### src/rtl/alu_pipe_pkg.sv
// Shared opcode, flag-index and FSM-state constants for the registered ALU.
package alu_pipe_pkg;

  localparam logic [3:0] ALU_ADD = 4'd0;
  localparam logic [3:0] ALU_ADC = 4'd1;
  localparam logic [3:0] ALU_SUB = 4'd2;
  localparam logic [3:0] ALU_SBB = 4'd3;
  localparam logic [3:0] ALU_AND = 4'd4;
  localparam logic [3:0] ALU_OR  = 4'd5;
  localparam logic [3:0] ALU_XOR = 4'd6;
  localparam logic [3:0] ALU_NOT = 4'd7;
  localparam logic [3:0] ALU_SHL = 4'd8;
  localparam logic [3:0] ALU_SHR = 4'd9;
  localparam logic [3:0] ALU_ASR = 4'd10;
  localparam logic [3:0] ALU_ROL = 4'd11;
  localparam logic [3:0] ALU_ROR = 4'd12;
  localparam logic [3:0] ALU_INC = 4'd13;
  localparam logic [3:0] ALU_DEC = 4'd14;
  localparam logic [3:0] ALU_MUL = 4'd15;

  localparam int CARRY_FLAG = 0;
  localparam int ZERO_FLAG  = 1;
  localparam int NEG_FLAG   = 2;
  localparam int OVF_FLAG   = 3;

  localparam logic [0:0] ST_IDLE = 1'b0;
  localparam logic [0:0] ST_BUSY = 1'b1;

  // Bit order matches the flags port: {OVF, NEG, ZERO, CARRY}.
  typedef struct packed {
    logic ovf;
    logic neg;
    logic zero;
    logic carry;
  } alu_flags_t;

endpackage

### src/rtl/alu_pipe_if.sv
// Operation and result handshake bundle between decoder, ALU and bus latch.
interface alu_pipe_if #(parameter int WIDTH = 8);
  logic             in_valid;
  logic             in_ready;
  logic [3:0]       operation;
  logic [WIDTH-1:0] x;
  logic [WIDTH-1:0] y;
  logic             flags_clr;
  logic             out_valid;
  logic             out_ready;
  logic [WIDTH-1:0] out;
  logic [3:0]       flags;

  modport master (
    output in_valid, operation, x, y, flags_clr, out_ready,
    input  in_ready, out_valid, out, flags
  );

  modport slave (
    input  in_valid, operation, x, y, flags_clr, out_ready,
    output in_ready, out_valid, out, flags
  );
endinterface

### src/rtl/alu_mul_iter.sv
// Unsigned shift-add multiplier, one multiplier bit per cycle.
// done is high for the single cycle in which product is final.
module alu_mul_iter #(parameter int WIDTH = 8) (
  input  logic               clock,
  input  logic               reset,
  input  logic               start,
  input  logic [WIDTH-1:0]   a,
  input  logic [WIDTH-1:0]   b,
  output logic               done,
  output logic [2*WIDTH-1:0] product
);
  localparam int CNT_W = $clog2(WIDTH + 1);

  logic [2*WIDTH-1:0] mcand;
  logic [WIDTH-1:0]   mplier;
  logic [CNT_W-1:0]   cnt;
  logic               active;

  assign done = active && (cnt == '0);

  // Load operands on start, then add/shift while the down-counter runs.
  always_ff @(posedge clock or posedge reset) begin
    if (reset) begin
      mcand   <= '0;
      mplier  <= '0;
      product <= '0;
      cnt     <= '0;
      active  <= 1'b0;
    end else if (start) begin
      mcand   <= {{WIDTH{1'b0}}, a};
      mplier  <= b;
      product <= '0;
      cnt     <= CNT_W'(WIDTH);
      active  <= 1'b1;
    end else if (active && cnt != '0) begin
      if (mplier[0]) product <= product + mcand;
      mcand  <= mcand << 1;
      mplier <= mplier >> 1;
      cnt    <= cnt - 1'b1;
    end else if (done) begin
      active <= 1'b0;
    end
  end
endmodule

### src/rtl/alu_pipe.sv
// Registered ALU with sticky flag register and valid/ready handshake.
// Optional feature macro ALU_MUL_EN: iterative multiply (WIDTH+1 cycles).
// Without it, MUL completes in one cycle with out=0 and flags=0.
module alu_pipe
  import alu_pipe_pkg::*;
#(
  parameter int WIDTH   = 8,
  parameter int SHAMT_W = 3
) (
  input  logic      clock,
  input  logic      reset,
  alu_pipe_if.slave bus
);
  localparam int MSB = WIDTH - 1;

  logic [0:0]       state_q;
  logic [WIDTH-1:0] out_q;
  alu_flags_t       flags_q;
  logic             out_valid_q;

  logic             accept, load, start_mul, mul_done, cin;
  logic [WIDTH-1:0] alu_res, ld_res;
  alu_flags_t       alu_flags, ld_flags;
  logic [WIDTH:0]   wide;
  int               sh;
  logic             c, v;

  assign cin          = flags_q.carry;
  assign bus.in_ready = (state_q == ST_IDLE) && (!out_valid_q || bus.out_ready);
  assign accept       = bus.in_valid && bus.in_ready;
  assign bus.out      = out_q;
  assign bus.flags    = flags_q;
  assign bus.out_valid = out_valid_q;

  // Single-cycle datapath: result and flags for the presented operation.
  always_comb begin
    wide    = '0;
    alu_res = '0;
    c       = 1'b0;
    v       = 1'b0;
    sh      = int'(bus.y[SHAMT_W-1:0]);
    case (bus.operation)
      ALU_ADD, ALU_ADC: begin
        wide    = {1'b0, bus.x} + {1'b0, bus.y}
                + {{WIDTH{1'b0}}, (bus.operation == ALU_ADC) && cin};
        alu_res = wide[MSB:0];
        c       = wide[WIDTH];
        v       = (bus.x[MSB] == bus.y[MSB]) && (alu_res[MSB] != bus.x[MSB]);
      end
      ALU_SUB, ALU_SBB: begin
        wide    = {1'b0, bus.x} - {1'b0, bus.y}
                - {{WIDTH{1'b0}}, (bus.operation == ALU_SBB) && cin};
        alu_res = wide[MSB:0];
        c       = wide[WIDTH];
        v       = (bus.x[MSB] != bus.y[MSB]) && (alu_res[MSB] != bus.x[MSB]);
      end
      ALU_INC: begin
        wide    = {1'b0, bus.x} + 1'b1;
        alu_res = wide[MSB:0];
        c       = wide[WIDTH];
        v       = !bus.x[MSB] && alu_res[MSB];
      end
      ALU_DEC: begin
        wide    = {1'b0, bus.x} - 1'b1;
        alu_res = wide[MSB:0];
        c       = wide[WIDTH];
        v       = bus.x[MSB] && !alu_res[MSB];
      end
      ALU_AND: alu_res = bus.x & bus.y;
      ALU_OR:  alu_res = bus.x | bus.y;
      ALU_XOR: alu_res = bus.x ^ bus.y;
      ALU_NOT: alu_res = ~bus.x;
      ALU_SHL: begin
        wide    = {1'b0, bus.x} << sh;
        alu_res = wide[MSB:0];
        c       = wide[WIDTH];
        v       = alu_res[MSB] != bus.x[MSB];
      end
      ALU_SHR: begin
        wide    = {bus.x, 1'b0} >> sh;
        alu_res = wide[WIDTH:1];
        c       = wide[0];
      end
      ALU_ASR: begin
        wide    = $signed({bus.x, 1'b0}) >>> sh;
        alu_res = wide[WIDTH:1];
        c       = wide[0];
      end
      ALU_ROL: begin
        alu_res = (bus.x << sh) | (bus.x >> (WIDTH - sh));
        c       = alu_res[0];
      end
      ALU_ROR: begin
        alu_res = (bus.x >> sh) | (bus.x << (WIDTH - sh));
        c       = alu_res[MSB];
      end
      default: alu_res = '0;
    endcase
    // A zero shift amount passes x through and leaves carry alone.
    if (bus.operation >= ALU_SHL && bus.operation <= ALU_ROR && sh == 0) begin
      alu_res = bus.x;
      c       = cin;
      v       = 1'b0;
    end
    alu_flags.carry = c;
    alu_flags.ovf   = v;
    alu_flags.neg   = alu_res[MSB];
    alu_flags.zero  = (alu_res == '0);
    if (bus.operation == ALU_MUL) alu_flags = '0;
  end

`ifdef ALU_MUL_EN
  logic [2*WIDTH-1:0] product;
  logic               hi_nz;

  alu_mul_iter #(.WIDTH(WIDTH)) u_mul (
    .clock   (clock),
    .reset   (reset),
    .start   (start_mul),
    .a       (bus.x),
    .b       (bus.y),
    .done    (mul_done),
    .product (product)
  );

  assign start_mul = accept && (bus.operation == ALU_MUL);
  assign load      = (accept && !start_mul) || (state_q == ST_BUSY && mul_done);
  assign hi_nz     = |product[2*WIDTH-1:WIDTH];

  // Choose between the multiplier result and the single-cycle datapath.
  always_comb begin
    ld_res   = alu_res;
    ld_flags = alu_flags;
    if (state_q == ST_BUSY) begin
      ld_res         = product[MSB:0];
      ld_flags.carry = hi_nz;
      ld_flags.ovf   = hi_nz;
      ld_flags.neg   = product[MSB];
      ld_flags.zero  = (product[MSB:0] == '0);
    end
  end
`else
  assign start_mul = 1'b0;
  assign mul_done  = 1'b0;
  assign load      = accept;
  assign ld_res    = alu_res;
  assign ld_flags  = alu_flags;
`endif

  // Handshake FSM: leave IDLE only for an iterative multiply.
  always_ff @(posedge clock or posedge reset) begin
    if (reset) begin
      state_q <= ST_IDLE;
    end else if (state_q == ST_IDLE && start_mul) begin
      state_q <= ST_BUSY;
    end else if (state_q == ST_BUSY && mul_done) begin
      state_q <= ST_IDLE;
    end
  end

  // Result and flag registers; a new load beats both handshake drop and flags_clr.
  always_ff @(posedge clock or posedge reset) begin
    if (reset) begin
      out_q       <= '0;
      flags_q     <= '0;
      out_valid_q <= 1'b0;
    end else if (load) begin
      out_q       <= ld_res;
      flags_q     <= ld_flags;
      out_valid_q <= 1'b1;
    end else begin
      if (bus.out_ready) out_valid_q <= 1'b0;
      if (bus.flags_clr) flags_q <= '0;
    end
  end
endmodule

### src/flat_wrapper.sv
// flat-port wrapper written by rule: the top's interface ports become plain ports
module alu_pipe_flat import alu_pipe_pkg::*;
#(
  parameter int WIDTH   = 8,
  parameter int SHAMT_W = 3
)
  (clock, reset, bus_in_valid, bus_operation, bus_x, bus_y, bus_flags_clr, bus_out_ready, bus_in_ready, bus_out_valid, bus_out, bus_flags);
  alu_pipe_if #(.WIDTH(WIDTH)) bus_i ();
  input  logic clock;
  input  logic reset;
  input wire logic [$bits(bus_i.in_valid)-1:0] bus_in_valid;
  input wire logic [$bits(bus_i.operation)-1:0] bus_operation;
  input wire logic [$bits(bus_i.x)-1:0] bus_x;
  input wire logic [$bits(bus_i.y)-1:0] bus_y;
  input wire logic [$bits(bus_i.flags_clr)-1:0] bus_flags_clr;
  input wire logic [$bits(bus_i.out_ready)-1:0] bus_out_ready;
  output wire logic [$bits(bus_i.in_ready)-1:0] bus_in_ready;
  output wire logic [$bits(bus_i.out_valid)-1:0] bus_out_valid;
  output wire logic [$bits(bus_i.out)-1:0] bus_out;
  output wire logic [$bits(bus_i.flags)-1:0] bus_flags;
  assign bus_i.in_valid = bus_in_valid;
  assign bus_i.operation = bus_operation;
  assign bus_i.x = bus_x;
  assign bus_i.y = bus_y;
  assign bus_i.flags_clr = bus_flags_clr;
  assign bus_i.out_ready = bus_out_ready;
  assign bus_in_ready = bus_i.in_ready;
  assign bus_out_valid = bus_i.out_valid;
  assign bus_out = bus_i.out;
  assign bus_flags = bus_i.flags;
  alu_pipe #(.WIDTH(WIDTH), .SHAMT_W(SHAMT_W)) u_core (.clock(clock), .reset(reset), .bus(bus_i));
endmodule
### config.mk
export PLATFORM = sky130hd
export DESIGN_NAME = alu_pipe_flat
export DESIGN_NICKNAME = d
export VERILOG_FILES = /design/src/rtl/alu_pipe_pkg.sv /design/src/rtl/alu_pipe_if.sv /design/src/rtl/alu_mul_iter.sv /design/src/rtl/alu_pipe.sv /design/src/flat_wrapper.sv
export SDC_FILE = /design/constraint.sdc
export NUM_CORES = 1
export LEC_CHECK = 0
export CORE_UTILIZATION = 65
export DETAILED_ROUTE_END_ITERATION = 10
export PLACE_DENSITY = 0.89
export RECOVER_POWER = 100
export SLEW_MARGIN = 25
export SYNTH_ARGS = -nofsm -noshare
export SYNTH_HDL_FRONTEND = slang
export SYNTH_HIERARCHICAL = 1
export SYNTH_SLANG_ARGS = --single-unit
export TNS_END_PERCENT = 10
### constraint.sdc
create_clock -name clock -period 5.14 [get_ports clock]
set_input_delay 1.285 -clock clock [delete_from_list [all_inputs] [get_ports clock]]
set_output_delay 1.285 -clock clock [all_outputs]
set_load 0.1 [all_outputs]
==> results.txt, run 1 <==
The sum of met2 wire segment lengths after detailed routing came out at 6.365 mm. TritonCTS built the clock tree. The cell sitting at the root of the clock tree is a clkbuf_8. The worst setup path is of the in -> reg kind. The detailed router placed 4,792 vias in this run. The first global-routing pass estimated 23.01 mm of wire. The number of placed instances, taps included is 629. For this block, wires on met1 add up to 5.506 mm. Detailed placement ended at an HPWL of 11.36 mm. 0 antenna diodes ended up in the layout.

The number of routed nets with antenna violations came out at 0. The register area is 325.3 sq um. The number of max-capacitance violations reported came out at 0.

The mean routed wirelength per cell came out at 23.65 um. The mapped cell area came out at 4190 sq um. In the synthesized netlist the async set-or-reset flop fraction comes to 100.0%.

The part of the Yosys area used for sequential elements is 7.764%. The final count of hold timing violations is 0. The remaining design rule violation count is 0. The total number of placement rows came out at 28.

The die area is 6772 sq um. The worst hold path cell count came out at 2. The first detailed-routing pass took 5 iterations. Yosys mapped the design onto 88 distinct sky130hd cell types. The library cell used most frequently in the layout, excluding fill and tap cells, is nand2_1. Data on the critical path is required at its endpoint by 5290 ps.

For the pin with the worst max-slew slack, the measured transition is 1174 ps. The startpoint identified for the worst hold timing path is u_core/bus.out[5]$_DFFE_PP0P_. The floorplan step set the die width to 82.29 um. Setup repair after global routing left no endpoint under its margin. The count of H-tree levels built during CTS is 1. In the synthesized netlist, the number of instances is 535. The net count of the mapped netlist is 601. The setup check on the worst reg-to-reg path leaves a slack of 1770 ps. For this design, the CTS-stage hold fixing added 0 buffers. Each instance of the synthesized netlist takes up on average 7.832 sq um. After synthesis the netlist holds a flip-flop and latch count of 13. The via count of the first global-routing pass is 4,390.

The shortest period the worst path allows is 4835 ps. CTS saw 13 sinks. The synthesis-to-layout area growth came out at 8.599%. The highest ir drop seen on vdd came out at 0.0002703 V.

The number of enable-type register cells in the synthesized netlist came out at 0. For the worst-skew pair, the clock arrives at the later sink with an insertion delay of 240 ps. The start of the worst register-to-register path is u_core/cin$_DFFE_PP0P_. The initial core utilization is 69.14%. At the worst endpoint, the arrival time is 4990 ps. The post-route non-filler standard cell count came out at 633.

The number of buffers between clock root and the deepest sink is 2. Setup violations remaining at the end of the flow were counted as 0. The kind of path behind the tightest hold check is reg -> reg.

Post-CTS timing repair inserted 0 buffers for setup. From bottom edge to top edge, the die measures 82.29 um. The top cell types in the final layout, fill and taps aside, are nand2_1 (48), nor2_1 (41), ha_1 (37). Entering global routing, the biggest net connects 37 pins. The number of antenna violations at the first check in global routing came out at 0. The total length of routed wires came out at 14.97 mm.

Clock tree synthesis inserted a total of 3 buffers. STA classifies the critical path startpoint as a primary input. The category of the worst setup path capture point is a register. For this block, the initial DRC count from the detailed router was 714. The final net count came out at 625. The synthesis warning total came out at 6. The end point of the worst hold path is u_core/bus.out[5]$_DFFE_PP0P_. The global route total overflow came out at 0. The post-CTS resize count is 0. The number of fillers in the final layout is 492. The clock-pin slew of the registers on the worst-case setup and hold paths is 50 ps. The final-layout setup total negative slack is 0 ps.

Between clock sinks in the finished design, the worst skew comes to 2.809 ps. After detailed routing, the met3 layer carries 2.196 mm of wire. The headroom to the max-slew limit is 22.05%. For the worst flop-to-flop path, the logic depth is 11. In the synthesized netlist the dominant register cell turns out to be dfrtp_1. The static leakage power is 0.001867 uW. Port buffering added 38 buffers. The fraction of final layout cells sized beyond drive strength 1 came out at 11.47%. The share of the clock period used by the worst path is 94.07%. The power density over the cells is 181.5 nW/um^2. The region available for standard cell placement spans 6061 sq um. At the end of routability-driven placement, the weighted congestion stood at 1.093. The flow ran to the end, and the final reports show no timing, DRC or antenna violations. The timing-limited maximum frequency came out at 206.8 MHz.

In this run the worst path has a maximum fanout of 4. The number of slew-limit violations in the final report came out at 0. The endpoint identified for the worst register-to-register timing path is u_core/bus.flags[1]$_DFFE_PP0P_.

In the routed layout, each cell is associated on average with a via count of 7.570. The total global-route track usage is 45.57%. For this design the top-level I/O count stands at 39. The footprint of the multi-input gates came out at 3371 sq um. The highest metal layer carrying signal wires in the routed design is met4.
[worst max-delay path by stage]
stage	startpoint	endpoint	slack, ps	depth (start not counted)
after floorplan	bus_operation[2]	u_core/bus.flags[1]$_DFFE_PP0P_	720	14
after global placement	bus_operation[3]	u_core/bus.flags[1]$_DFFE_PP0P_	420	13
after detailed placement	bus_operation[2]	u_core/bus.flags[1]$_DFFE_PP0P_	270	13
after CTS	bus_operation[2]	u_core/bus.flags[1]$_DFFE_PP0P_	490	13
after global routing	bus_operation[2]	u_core/bus.flags[1]$_DFFE_PP0P_	180	13
final	bus_operation[2]	u_core/bus.flags[1]$_DFFE_PP0P_	300	13
[power by group]
part	leakage (uW)	switching (uW)	internal, uW
combinational	0.00168	402	205
clock	0.0000228	35.1	54.7
sequential	0.000165	9.62	119
[Yosys cell counts (4+ instances only)]
library cell	number	area, sq um
xnor2_1	10	87.58
a211oi_1	10	75.07
nor3_1	18	90.09
nand2b_1	9	56.30
fa_1	4	80.08
o221ai_1	6	52.55
o211ai_1	9	67.56
buf_6	8	90.09
and2_1	4	25.02
a22oi_1	6	45.04
mux2_2	9	101.4
clkbuf_8	9	123.9
nor4_1	4	25.02
clkbuf_1	10	37.54
nor2b_1	4	25.02
buf_2	14	70.07
o22ai_1	11	68.82
inv_1	28	105.1
xor2_1	7	61.31
ha_1	37	462.9
mux2i_1	22	220.2
or3_1	7	43.79
a21o_1	4	30.03
o31ai_1	4	30.03
o21ai_1	6	30.03
nand2_1	48	180.2
o21ai_0	33	165.2
nand3_1	15	75.07
nor2_1	41	153.9
mux4_2	10	225.2
a21oi_1	21	105.1
dfrtp_1	13	325.3
a31oi_1	9	56.30
[sequential cells by signal, indices dropped and copies added, names as in the netlist]
| name | cells |
|---|---|
| u_core/bus.out | 8 |
| u_core/bus.out_valid | 1 |
| u_core/bus.flags | 3 |
| u_core/cin | 1 |
[routing by layer]
layer | global-route usage, % | vias up
li1 | - | 2059
met1 | 59.97 | 2188
met2 | 69.34 | 453
met3 | 9.890 | 92
met4 | 23.68 | 0
met5 | 0 | -
[cell type report]
class / instances / area share, %
multi-input combinational: 445 / 74.07
timing repair buffer: 65 / 12.59
sequential: 13 / 7.149
inverter: 31 / 3.134
tap: 75 / 2.062
clock buffer: 4 / 0.9898
[worst max-delay path, cell delays in order]
cell           delay [ps]
dlygate4sd3_1         590
nor2_1                230
nand4_1               150
fa_1                  420
fa_1                  430
o21a_1                210
nor2_1                140
xnor2_1               110
a2111oi_2             390
o2111ai_1             180
o221a_1               270
or3_1                 390
o31ai_2               210
[kinds of logic after synthesis]
kind of cell,synth area share [%]
AND/OR/NAND/NOR,21.71
AO/OA/AOI/OAI,27.59
buffers and inverters,11.79
multiplexers,14.63
adder cells (fa/ha/maj),12.96
XOR/XNOR,3.553
flip-flops,7.763
[stage by stage]
| stage | hold slack [ps] | util (%) | setup slack, ps | total power, uW | instance area (sq um) |
|---|---|---|---|---|---|
| 5_1_grt | 515.9 | 75.08 | 176.2 | 865.3 | 4551 |
| 3_3_place_gp | 463.0 | 74.46 | 424.4 | 710.0 | 4513 |
| 4_1_cts | 492.2 | 75.21 | 489.6 | 817.7 | 4558 |
| 2_1_floorplan | 510.1 | - | 721.1 | 575.7 | 4190 |
| 6_report | 483.3 | 75.08 | 304.9 | 825.9 | 4551 |
| 3_5_place_dp | 480.2 | 74.46 | 266.9 | 724.8 | 4513 |
No activity file was read; power rests on OpenSTA's default activity.
==> run 2: changes to the inputs <==
CTS_CLUSTER_DIAMETER = 200   (was not set)
==> results of run 2 <==
Final layout, timing and power as in run 1 (identical DEF).
